--- src/rtl/mac_pkg.sv ---
`default_nettype none
// ============================================================================
//  Module      : mac_pkg
//  Description : Shared types and constants for the MAC PE job sequencer:
//                FSM state encoding, widths and the lane-select decoder.
//  Revision    : 1.0 - initial release
// ============================================================================
package mac_pkg;

    localparam int NUM_ACC   = 8;
    localparam int ACC_SEL_W = $clog2(NUM_ACC);
    localparam int K_W       = 8;
    localparam int NUM_SRC   = 3;
    localparam int SRC_W     = 2;

    typedef enum logic [2:0] {
        ST_IDLE  = 3'd0,
        ST_CLEAR = 3'd1,
        ST_RUN   = 3'd2,
        ST_DRAIN = 3'd3,
        ST_DONE  = 3'd4
    } state_t;

    // Lane 3 does not exist on the PE; it aliases to lane 0.
    function automatic logic [NUM_SRC-1:0] src_onehot(input logic [SRC_W-1:0] src);
        logic [NUM_SRC-1:0] oh;
        case (src)
            2'd0:    oh = 3'b001;
            2'd1:    oh = 3'b010;
            2'd2:    oh = 3'b100;
            default: oh = 3'b001;
        endcase
        return oh;
    endfunction

endpackage : mac_pkg
`default_nettype wire

--- src/rtl/mac_seq_ctrl.sv ---
`default_nettype none
// ============================================================================
//  Module      : mac_seq_ctrl
//  Description : Job sequencer for one MAC PE. Accepts a {K, N, lane} job,
//                drives PE clear / valid_ctrl / weight_valid / acc_sel in
//                step with an operand valid/ready stream, and tags each PE
//                result with its accumulator index and a final-sum flag.
//  Revision    : 1.0 - initial release
// ============================================================================
module mac_seq_ctrl
    import mac_pkg::*;
(
    input  logic                 clk,
    input  logic                 rst,
    input  logic                 cfg_valid,
    output logic                 cfg_ready,
    input  logic [K_W-1:0]       cfg_k,
    input  logic [ACC_SEL_W-1:0] cfg_nacc,
    input  logic [SRC_W-1:0]     cfg_src,
    input  logic                 abort,
    input  logic                 op_valid,
    output logic                 op_ready,
    output logic                 mac_clear,
    output logic [NUM_SRC-1:0]   mac_valid_ctrl,
    output logic                 mac_weight_valid,
    output logic [ACC_SEL_W-1:0] mac_acc_sel,
    output logic                 res_last,
    output logic [ACC_SEL_W-1:0] res_acc,
    output logic                 busy,
    output logic                 done
);

    state_t                 r_state;
    state_t                 w_state_nxt;

    logic [K_W-1:0]         r_cfg_k;
    logic [ACC_SEL_W-1:0]   r_nacc;
    logic [SRC_W-1:0]       r_src;
    logic [K_W-1:0]         r_k_cnt;
    logic [ACC_SEL_W-1:0]   r_a_cnt;
    logic                   r_abort_clr;
    logic                   r_res_last;
    logic [ACC_SEL_W-1:0]   r_res_acc;

    logic                   w_abort;
    logic                   w_accept;
    logic                   w_op_ready;
    logic                   w_fire;
    logic                   w_a_wrap;
    logic                   w_k_last;
    logic                   w_last_fire;
    logic                   w_cfg_ready;
    logic                   w_busy;
    logic                   w_done;
    logic                   w_clear_st;

    // ------------------------------------------------------------------
    // Combinational handshake / fire path. Abort kills ready in the same
    // cycle so no operand is consumed by a job being cancelled.
    // ------------------------------------------------------------------
    assign w_abort     = abort & (r_state != ST_IDLE);
    assign w_accept    = cfg_valid & (r_state == ST_IDLE);
    assign w_op_ready  = (r_state == ST_RUN) & ~abort;
    assign w_fire      = op_valid & w_op_ready;
    assign w_a_wrap    = (r_a_cnt == r_nacc);
    assign w_k_last    = (r_k_cnt == (r_cfg_k - K_W'(1)));
    assign w_last_fire = w_fire & w_a_wrap & w_k_last;

    assign op_ready         = w_op_ready;
    assign mac_weight_valid = w_fire;
    assign mac_valid_ctrl   = w_fire ? src_onehot(r_src) : '0;
    assign mac_acc_sel      = r_a_cnt;
    assign res_last         = r_res_last;
    assign res_acc          = r_res_acc;
    assign cfg_ready        = w_cfg_ready;
    assign busy             = w_busy;
    assign done             = w_done;
    // The abort-clear pulse lands in the IDLE cycle following the abort.
    assign mac_clear        = w_clear_st | r_abort_clr;

    // State register.
    always_ff @(posedge clk) begin
        if (rst) begin
            r_state <= ST_IDLE;
        end else begin
            r_state <= w_state_nxt;
        end
    end

    // Next-state decode and state-derived outputs; abort overrides every transition.
    always_comb begin
        w_state_nxt = r_state;
        w_cfg_ready = 1'b0;
        w_busy      = 1'b1;
        w_done      = 1'b0;
        w_clear_st  = 1'b0;
        case (r_state)
            ST_IDLE: begin
                w_cfg_ready = 1'b1;
                w_busy      = 1'b0;
                if (cfg_valid) begin
                    w_state_nxt = ST_CLEAR;
                end
            end
            ST_CLEAR: begin
                w_clear_st  = 1'b1;
                w_state_nxt = (r_cfg_k != '0) ? ST_RUN : ST_DRAIN;
            end
            ST_RUN: begin
                if (w_last_fire) begin
                    w_state_nxt = ST_DRAIN;
                end
            end
            ST_DRAIN: begin
                w_state_nxt = ST_DONE;
            end
            ST_DONE: begin
                w_done      = 1'b1;
                w_state_nxt = ST_IDLE;
            end
            default: begin
                w_state_nxt = ST_IDLE;
            end
        endcase
        if (w_abort) begin
            w_state_nxt = ST_IDLE;
        end
    end

    // Job descriptor latch, step counters and result tags registered on each fire.
    always_ff @(posedge clk) begin
        if (rst) begin
            r_cfg_k     <= '0;
            r_nacc      <= '0;
            r_src       <= '0;
            r_k_cnt     <= '0;
            r_a_cnt     <= '0;
            r_abort_clr <= 1'b0;
            r_res_last  <= 1'b0;
            r_res_acc   <= '0;
        end else begin
            r_abort_clr <= w_abort;
            if (w_accept) begin
                r_cfg_k <= cfg_k;
                r_nacc  <= cfg_nacc;
                r_src   <= cfg_src;
                r_k_cnt <= '0;
                r_a_cnt <= '0;
            end else if (w_abort) begin
                r_k_cnt <= '0;
                r_a_cnt <= '0;
            end else if (w_fire) begin
                // Accumulator index rotates fastest; step count advances on wrap.
                if (w_a_wrap) begin
                    r_a_cnt <= '0;
                    r_k_cnt <= r_k_cnt + K_W'(1);
                end else begin
                    r_a_cnt <= r_a_cnt + ACC_SEL_W'(1);
                end
                r_res_acc  <= r_a_cnt;
                r_res_last <= w_k_last;
            end
        end
    end

endmodule : mac_seq_ctrl
`default_nettype wire

--- config.mk ---
export PLATFORM = sky130hd
export DESIGN_NAME = mac_seq_ctrl
export DESIGN_NICKNAME = d
export VERILOG_FILES = /design/src/rtl/mac_pkg.sv /design/src/rtl/mac_seq_ctrl.sv
export SDC_FILE = /design/constraint.sdc
export NUM_CORES = 1
export LEC_CHECK = 0
export BUFFER_PORTS_ARGS = -buffer_cell sky130_fd_sc_hd__buf_2
export CAP_MARGIN = 25
export CORE_ASPECT_RATIO = 0.5
export CORE_MARGIN = 2
export CORE_UTILIZATION = 54
export CTS_CLUSTER_SIZE = 12
export DETAILED_ROUTE_END_ITERATION = 10
export HOLD_SLACK_MARGIN = 0.06
export PLACE_DENSITY = 0.83
export SLEW_MARGIN = 20
export SYNTH_ARGS = -nofsm -noshare
export SYNTH_HDL_FRONTEND = slang
export SYNTH_SLANG_ARGS = --single-unit
--- constraint.sdc ---
create_clock -name clk -period 2.6 [get_ports clk]
set_input_delay 0.26 -clock clk [delete_from_list [all_inputs] [get_ports clk]]
set_output_delay 0.26 -clock clk [all_outputs]
set_load 0.05 [all_outputs]
==> reports/qor.csv, run 1 <==
stage,metric,value,unit
outcome,status,"complete, no violations",
clock_tree,cts_tree,yes,
die,ios,34,
finish,syn_to_final_growth,16.1,%
timing,max_freq,485,MHz
yosys,yosysUniqueCellTypes,40,
timing,finalCritPeriodShare,0.792,
run,max-cap-violations,0,
global_routing,grt_max_degree,22,
worst_setup_path,crit_required,2820,ps
power,total_power,1.14,mW
yosys,postSynthAreaPerCell,8.27,um2
yosys,synth_top_area_share,0.386,
detailed_routing,drc_errors,0,
timing,layout_min_cycle_time,2060,ps
yosys,synth_top_area_cell,dfxtp_1,
yosys,seq_area_frac_synth,0.386,
timing,fin_skew,4.76,ps
die,die_h,43.2,um
timing,timing_hold_violations_final,0,
power,ir_drop,0.390,mV
clock_tree,clockRootBuffer,clkbuf_8,
worst_setup_path,arrival,2280,ps
worst_setup_path,slowest_delay,410,ps
finish,diodes,0,
timing,maxSlewViolCount,0,
die,die-area,3560,um2
finish,drive_gt1_frac,0.227,
yosys,synth.most_common_cell,nand2_1,
power,power.density,593,nW/um2
global_routing,antenna_found_initial,0,
detailed_routing,totalWireLength,3680,um
timing,finalSetupViolations,0,
die,initial_core_util,0.561,
yosys,async_reset_ff_frac,0,
global_routing,grt_overflow,0,
die,fp.dieW,82.4,um
worst_setup_path,crit_family,compound AO/OA/AOI/OAI gates,
finish,nNetsFinal,257,
clock_tree,clkLatencyLatePin,290,ps
die,coreArea,2960,um2
global_routing,grt_pass1_vias,1410,
yosys,yosys_register_bits,32,
global_routing,grt_pass1_wl,6250,um
clock_tree,cts_setup_buffers,0,
clock_tree,clock_sinks,32,
global_routing,gr-usage-all-layers,0.239,
placed_design,pre_cts_slack,542,ps
finish,utilization,0.652,
yosys,syn_area,1660,um2
detailed_routing,vias,1467,
worst_setup_path,slowest_stage,dfxtp_1,
placed_design,gp_congestion,0.878,
clock_tree,numCtsBuffers,5,
worst_setup_path,crit_fanout,8,
timing,rsz0062_at_grt,no,
hold_path,min_path_type,input port to flip-flop,
yosys,synth_edf_count,0,
timing,timing.final.ws_setup,540,ps
die,rows,14,
clock_tree,htree_num_levels,2,
worst_setup_path,cp_cell_sequence,inv_1 -> ha_1 -> o21ba_2 -> a221oi_1 -> a41oi_1 -> nor3_1 -> o211ai_1 -> a31oi_1,
clock_tree,ctsLongestPathBuffers,2,
worst_setup_path,worstSetupPathType,flip-flop to flip-flop,
placed_design,placed_area,1830,um2
placed_design,dpl.hpwl,2670,um
yosys,synth_nets,225,
finish,final_cell_area,1930,um2
timing,slew_headroom,0.572,
yosys,ys.flop_type,dfxtp_1,
clock_tree,hold_buffers,0,
detailed_routing,final_antenna_net_count,0,
clock_tree,cts.clk_slew.worst_paths,60,ps
timing,setup_tns,0,ps
detailed_routing,drt_iter0_markers,92,
worst_setup_path,cp-start-kind,flip-flop,
yosys,syn_inst,201,
placed_design,numPortBuffers,33,
worst_setup_path,crit_buf_inv,1,
yosys,ys_warn_count,0,
yosys,synthTopCellsByCount,"nand2_1, dfxtp_1, a21oi_1",
yosys,synthTopCellsByArea,"dfxtp_1, nand2_1, xor2_1",
worst_setup_path,end_kind,flip-flop,
detailed_routing,wl_per_cell,13.5,um
detailed_routing,via_per_inst,5.37,
clock_tree,ctsResizeCount,0,
timing,worst_pin_slew,637,ps
power,p_leak,0.845,nW
detailed_routing,drt_first_pass_iters,4,
## power breakdown
| part | internal [mW] | switching [mW] |
|---|---|---|
| Sequential | 0.509 | 0.0231 |
| Clock | 0.235 | 0.178 |
| Combinational | 0.0762 | 0.123 |
## routing by layer
layer | vias up | global-route usage | part of all wire
met1 | 678 | 0.300 | 0.45
met2 | 42 | 0.382 | 0.49
met4 | 0 | 0.0967 | 0.011
li1 | 742 | - | -
met5 | - | 0 | 0
met3 | 5 | 0.0723 | 0.055
## cells by family after synthesis
group | Yosys count | synth area share
compound gates | 31 | 0.111
xor+xnor | 22 | 0.116
fa+ha+maj | 6 | 0.0452
buf+inv | 15 | 0.0474
flops | 32 | 0.386
mux | 1 | 0.00602
simple gates | 94 | 0.289
## stage by stage
step | hold WS [ps] | cells
2_1_floorplan | 337 | 201
3_3_place_gp | 441 | 266
3_5_place_dp | 445 | 266
4_1_cts | 209 | 273
5_1_grt | 212 | 273
6_report | 208 | 273
## state kept, by name, summed over array words and instances, names as in the netlist
signal and flops:
r_nacc 3, res_last 1, r_k_cnt 8, r_src 2, r_abort_clr 1, r_cfg_k 8, mac_acc_sel 3, r_state 3
res_acc 3
## cell type report
type | count | area, um2
multi-input cells | 154 | 942
repair buffers | 34 | 173
inverters | 6 | 27.5
fillers | 245 | 1030
flip-flops and latches | 32 | 641
well taps | 40 | 50.0
clock buffers | 7 | 96.3
## placed cells by master (no fill, tap or decap), drive strengths merged, types with 5 or more instances in the layout
cell and count:
nor3 5, and3 5, nand2 45, inv 6, nor2 15, dfxtp 32, xnor2 7, buf 34
ha 6, a21oi 20, clkbuf 7, xor2 15
## worst reg2reg max path: cells and delay by family (launching register included)
kind / cells / cell delay (ps)
adder cells (fa/ha/maj): 1 / 300
flip-flops: 1 / 410
buffers and inverters: 1 / 90
AO/OA/AOI/OAI: 5 / 910
AND/OR/NAND/NOR: 1 / 290
## final timing paths
check,from,endpoint,slack (ps),cells past startpoint
setup reg to reg,r_cfg_k[0],r_state[0],540,8
hold / removal,cfg_src[0],r_src[0],210,3
setup / recovery,r_cfg_k[0],r_state[0],540,8
hold reg to reg,res_acc[2],res_acc[2],450,2
No activity file was read; power rests on OpenSTA's default activity.
==> run 2: changes to the inputs <==
Settings changed: ABC_AREA from default to 1.
Clock period 2.6 ns to 2.1 ns, I/O delays scaled along.
==> reports/qor.csv, run 2 <==
stage,metric,value,unit,change
power,seq_power_share,0.376,,-0.089
die,die_h,43.7,um,+1.0%
power,power.density,1040,nW/um2,+76%
worst_setup_path,crit_required,1890,ps,-930 ps
yosys,syn_inst,241,,+20%
worst_setup_path,arrival,1700,ps,-580 ps
worst_setup_path,slowest_delay,420,ps,about the same
worst_setup_path,slowest_stage,dfxtp_1,,
timing,setup_tns,0,ps,unchanged
power,p_sw_frac,0.437,,+0.153
global_routing,met2_usage,0.406,,+0.0242
finish,drive_gt1_frac,0.197,,-0.0303
yosys,yosys_register_bits,32,,unchanged
global_routing,grt_pass1_vias,1496,,+6.1%
yosys,syn_area,1700,um2,+2.3%
yosys,ys_warn_count,0,,unchanged
yosys,async_reset_ff_frac,0,,unchanged
power,pwr-share-comb,0.410,,+0.236
timing,worst_pin_slew,330,ps,-307 ps
yosys,yosysUniqueCellTypes,29,,-28%
detailed_routing,drt_iter0_markers,90,,-2.2%
clock_tree,numCtsBuffers,5,,unchanged
global_routing,gr-usage-all-layers,0.225,,-0.0142
power,intPower,1.17,mW,+43%
timing,max_freq,524,MHz,
global_routing,antenna_found_initial,0,,unchanged
finish,nNetsFinal,303,,+18%
die,initial_core_util,0.567,,+0.00597
yosys,synthTopCellsByArea,"dfxtp_1, nor2_1, nand2_1",,
clock_tree,ctsLongestPathBuffers,2,,unchanged
detailed_routing,final_antenna_net_count,0,,unchanged
placed_design,numPortBuffers,33,,unchanged
power,p_clk_frac,0.214,,-0.147
detailed_routing,totalWireLength,3760,um,+2.3%
finish,diodes,0,,unchanged
clock_tree,clkLatencyLatePin,280,ps,about the same
finish,layout_commonest_cell,nor2_1,,
hold_path,min_path_type,input port to flip-flop,,
die,ios,34,,unchanged
yosys,seq_area_frac_synth,0.377,,-0.00852
yosys,synth.most_common_cell,nor2_1,,
finish,layout_common_cells,"nor2_1, nand2_1, buf_2",,
timing,finalSetupViolations,0,,unchanged
timing,fin_skew,4.74,ps,-0.0262 ps
finish,syn_to_final_growth,17.4,%,
worst_setup_path,end_kind,output port,,
clock_tree,cts_setup_buffers,0,,unchanged
yosys,synth_top_area_cell,dfxtp_1,,
yosys,synthTopCellsByCount,"nor2_1, nand2_1, dfxtp_1",,
worst_setup_path,worstSetupPathType,flip-flop to output port,,
power,power_switching,909,uW,+180%
detailed_routing,drc_errors,0,,unchanged
yosys,synth_nets,265,,+18%
placed_design,gp_congestion,0.855,,-2.6%
worst_setup_path,cp-start-kind,flip-flop,,
worst_setup_path,cp_cell_sequence,inv_2 -> nor3_2 -> inv_1 -> nor2_4 -> nand2_4 -> nor2_1 -> buf_2,,
power,p_leak,0.980,nW,+16%
clock_tree,cts.clk_slew.worst_paths,70,ps,about the same
timing,timing_hold_violations_final,0,,unchanged
die,coreArea,3000,um2,+1.2%
clock_tree,cts_tree,yes,,
clock_tree,ctsResizeCount,0,,unchanged
timing,maxSlewViolCount,0,,unchanged
die,fp.dieW,83.3,um,+1.1%
global_routing,busiest_layer,met2,,
detailed_routing,via_per_inst,5.08,,-5.4%
detailed_routing,wl_per_cell,11.8,um,-12%
global_routing,grt_util_met3,0.0552,,-0.0171
die,die-area,3640,um2,+2.1%
timing,hold_slack,91.2,ps,-117 ps
yosys,postSynthAreaPerCell,7.05,um2,-15%
die,rows,14,,unchanged
timing,slew_headroom,0.778,,+0.206
clock_tree,htree_num_levels,2,,unchanged
placed_design,placed_area,1920,um2,+4.6%
yosys,synth_edf_count,0,,unchanged
yosys,synth_top_area_share,0.377,,-0.00852
global_routing,grt_util_met1,0.270,,-0.0300
clock_tree,hold_buffers,0,,unchanged
finish,final_cell_area,1990,um2,+3.4%
yosys,ys.flop_type,dfxtp_1,,
power,total_power,2.08,mW,+82%
global_routing,grt_overflow,0,,unchanged
clock_tree,clockRootBuffer,clkbuf_8,,
global_routing,grt_pass1_wl,6450,um,+3.2%
timing,finalCritPeriodShare,0.909,,
global_routing,grt_max_degree,22,,unchanged
detailed_routing,drt_first_pass_iters,4,,unchanged
finish,fill_cells,254,,+3.7%
outcome,status,"complete, no violations",,
timing,rsz0062_at_grt,no,,
run,max-cap-violations,0,,unchanged
power,ir_drop,0.533,mV,+37%
detailed_routing,vias,1622,,+11%
placed_design,dpl.hpwl,2800,um,+5.0%
worst_setup_path,crit_fanout,9,,+1
clock_tree,clock_sinks,32,,unchanged
finish,top_regs,"r_cfg_k x8, r_k_cnt x8",,
timing,layout_min_cycle_time,1910,ps,
==> run 2: changes by cell type in the layout (fill, tap and decap cells not counted), sizes merged, moves of 4 or more <==
| cell | delta |
|---|---|
| nand2 | -4 |
| xor2 | -8 |
| nand3 | +9 |
| o21ai | +23 |
| inv | +26 |
| nor2 | +30 |
==> run 2: area by class of cell <==
type / count / area (um2) / area share
sequential: 32 / 641 / 0.321
clock inverter: 1 / 5.00 / 0.00251
inverter: 33 / 124 / 0.0621
clock buffer: 6 / 72.6 / 0.0364
tap: 40 / 50.0 / 0.0251
multi-input combinational: 172 / 922 / 0.462
timing repair buffer: 35 / 180 / 0.0903
==> run 2: logic make-up (layout without fill, tap and decap cells) <==
kind of cell               after synthesis  after routing  share of synthesized area
DFF                                     32             32                      0.377
xor gates and xnor gates                11             11                     0.0567
buffers and inverters                   37             75                     0.0839
and+or+nand+nor                        109            109                      0.298
AOI/OAI and AO/OA                       46             46                      0.140
adders and majority gates                6              6                     0.0442
==> run 2: final timing paths <==
kind | startpoint | end | slack (ps) | cells after the start
hold reg to reg | r_src[1] | r_src[1] | 490 | 2
hold / removal | rst | r_abort_clr | 90 | 2
setup / recovery | r_state[1] | mac_valid_ctrl[0] | 190 | 7
setup reg to reg | r_state[1] | r_k_cnt[7] | 430 | 9
==> run 2: stage by stage <==
step | std cells | utilization | worst slack [ps]
after floorplan | 241 | - | 47.5
after global placement | 312 | 0.640 | 511
after detailed placement | 312 | 0.640 | 486
after CTS | 319 | 0.666 | 171
after global routing | 319 | 0.666 | 36.0
final | 319 | 0.666 | 191
==> run 2: layer usage <==
| metal | up-vias | routed length [um] |
|---|---|---|
| met1 | 737 | 1750 |
| met3 | 8 | 152 |
| li1 | 846 | - |
| met5 | - | 0 |
| met2 | 31 | 1810 |
| met4 | 0 | 46 |
==> run 2: critical path, delay by kind of cell, from the launching register on <==
family	cells	cell delay [ps]
flops	1	420
buf+inv	3	460
simple gates	4	520
==> run 2: power groups by stage <==
stage / logic (mW) / clock network, mW / registers (mW)
floorplan: 0.664 / 0 / 0.796
finish: 0.854 / 0.445 / 0.783
global route: 0.954 / 0.480 / 0.795
detailed placement: 0.846 / 0 / 0.795
global placement: 0.825 / 0 / 0.789
CTS: 0.856 / 0.451 / 0.782
==> run 3: changes to the inputs <==
Settings changed: ABC_AREA 1 to default.
==> reports/qor.csv, run 3 (same netlist as run 1, synthesis figures left out) <==
stage,metric,value,unit,change
finish,top_regs,"r_cfg_k x8, r_k_cnt x8",,
worst_setup_path,reg2reg_to,r_state[0],,
hold_path,hold_depth,3,,+1
detailed_routing,wl_per_cell,12.5,um,+6.2%
finish,layout_commonest_cell,nand2_1,,
placed_design,placed_area,1850,um2,-3.6%
hold_path,holdPathEnd,r_cfg_k[4],,
worst_setup_path,cp-start-kind,flip-flop,,
worst_setup_path,r2r_start,r_cfg_k[0],,
global_routing,grt_overflow,0,,unchanged
finish,final_cell_area,1920,um2,-3.6%
detailed_routing,final_antenna_net_count,0,,unchanged
power,total_power,1.33,mW,-36%
die,fp.dieW,82.4,um,-1.1%
hold_path,min_path_type,input port to flip-flop,,
finish,fin_cells,272,,-15%
power,ir_drop,0.404,mV,-24%
clock_tree,cts_setup_buffers,0,,unchanged
global_routing,gr-usage-all-layers,0.216,,-0.00920
detailed_routing,drt_first_pass_iters,4,,unchanged
clock_tree,hold_buffers,0,,unchanged
die,die_h,43.2,um,-1.0%
finish,drive_gt1_frac,0.237,,+0.0399
timing,worst_pin_slew,509,ps,+179 ps
timing,setup_tns,0,ps,unchanged
worst_setup_path,r2r_cells,8,,-1
worst_setup_path,end_kind,flip-flop,,
global_routing,grt_pass1_wl,5750,um,-11%
finish,fill_cells,248,,-2.4%
placed_design,numPortBuffers,33,,unchanged
finish,syn_to_final_growth,15.7,%,
finish,diodes,0,,unchanged
clock_tree,htree_num_levels,2,,unchanged
detailed_routing,drc_errors,0,,unchanged
placed_design,dpl.hpwl,2510,um,-11%
worst_setup_path,worstSetupPathType,flip-flop to flip-flop,,
die,die-area,3560,um2,-2.1%
power,p_leak,0.835,nW,-15%
timing,layout_min_cycle_time,1980,ps,+68.3 ps
clock_tree,clkLatencyLatePin,290,ps,about the same
global_routing,antenna_found_initial,0,,unchanged
timing,max_freq,506,MHz,-3.5%
finish,layout_common_cells,"nand2_1, buf_2, dfxtp_1",,
detailed_routing,drt_iter0_markers,68,,-24%
worst_setup_path,crit_fanout,8,,-1
global_routing,grt_pass1_vias,1364,,-8.8%
detailed_routing,vias,1451,,-11%
die,initial_core_util,0.561,,-0.00597
clock_tree,cts_tree,yes,,
worst_setup_path,arrival,2200,ps,+500 ps
worst_setup_path,rrSetupSlack,120,ps,-310 ps
timing,slew_headroom,0.660,,-0.119
outcome,status,"complete, no violations",,
clock_tree,cts.clk_slew.worst_paths,60,ps,about the same
clock_tree,ctsLongestPathBuffers,2,,unchanged
timing,fin_skew,5.46,ps,+0.728 ps
power,power.density,694,nW/um2,-34%
run,max-cap-violations,0,,unchanged
timing,finalSetupViolations,0,,unchanged
timing,timing_hold_violations_final,0,,unchanged
timing,rsz0062_at_grt,no,,
die,rows,14,,unchanged
finish,nNetsFinal,258,,-15%
die,coreArea,2960,um2,-1.2%
timing,maxSlewViolCount,0,,unchanged
global_routing,grt_max_degree,22,,unchanged
placed_design,gp_congestion,0.830,,-3.0%
clock_tree,clockRootBuffer,clkbuf_8,,
placed_design,place_inst,267,,-14%
clock_tree,clock_sinks,32,,unchanged
clock_tree,ctsResizeCount,0,,unchanged
worst_setup_path,crit_required,2320,ps,+430 ps
detailed_routing,via_per_inst,5.33,,+4.9%
hold_path,holdCritStartpoint,cfg_k[4],,
timing,finalCritPeriodShare,0.942,,+0.0325
detailed_routing,totalWireLength,3400,um,-9.4%
die,ios,34,,unchanged
clock_tree,numCtsBuffers,5,,unchanged
==> run 3: cell types whose count changed in the layout (fill, tap and decap cells not counted), sizes merged, moves of 4 or more <==
| cell | delta |
|---|---|
| xor2 | +8 |
| nand3 | -9 |
| nor2 | -30 |
| inv | -27 |
| nand2 | +4 |
| o21ai | -23 |
==> run 3: worst max-delay path, cell delays in order, from the launching register on <==
cell and delay (ps):
dfxtp_1 400, inv_1 90, ha_1 300, o21ba_2 230, a221oi_1 300, a41oi_1 90, nor3_2 190, o211ai_1 140
a31oi_1 180
==> run 3: metal layers <==
layer	global-route usage	vias up	share of wire
met2	0.353	21	0.46
met1	0.267	676	0.48
met4	0.0967	0	0.013
li1	-	747	-
met5	0	-	0
met3	0.0532	7	0.048
==> run 3: worst max path at each step <==
stage / cells past startpoint / slack [ps] / end / from
after CTS: 8 / 90 / r_state[0] / r_cfg_k[0]
after floorplan: 9 / -90 / r_k_cnt[5] / r_state[0]
final: 8 / 120 / r_state[0] / r_cfg_k[0]
after global placement: 8 / 210 / r_state[0] / r_cfg_k[0]
after global routing: 8 / 7 / res_last / r_cfg_k[0]
after detailed placement: 8 / 110 / r_state[0] / r_cfg_k[0]
==> run 3: final cells by class <==
| type | instances | area (um2) | share of cell area |
|---|---|---|---|
| Clock buffer | 5 | 68.8 | 0.0358 |
| Timing Repair Buffer | 35 | 180 | 0.0938 |
| Tap cell | 40 | 50.0 | 0.0260 |
| Inverter | 6 | 33.8 | 0.0176 |
| Sequential cell | 32 | 642 | 0.334 |
| Multi-Input combinational cell | 154 | 947 | 0.493 |
==> run 3: metrics by stage <==
stage | hold WS, ps | worst slack, ps | util
after floorplan | 287 | -85.1 | -
after global placement | 441 | 214 | 0.624
after detailed placement | 448 | 113 | 0.624
after CTS | 156 | 89.1 | 0.648
after global routing | 166 | 6.66 | 0.649
final | 160 | 122 | 0.649
==> run 3: power breakdown <==
group | switching, mW | internal (mW)
Sequential | 0.0272 | 0.630
Clock | 0.214 | 0.213
Combinational | 0.151 | 0.0982
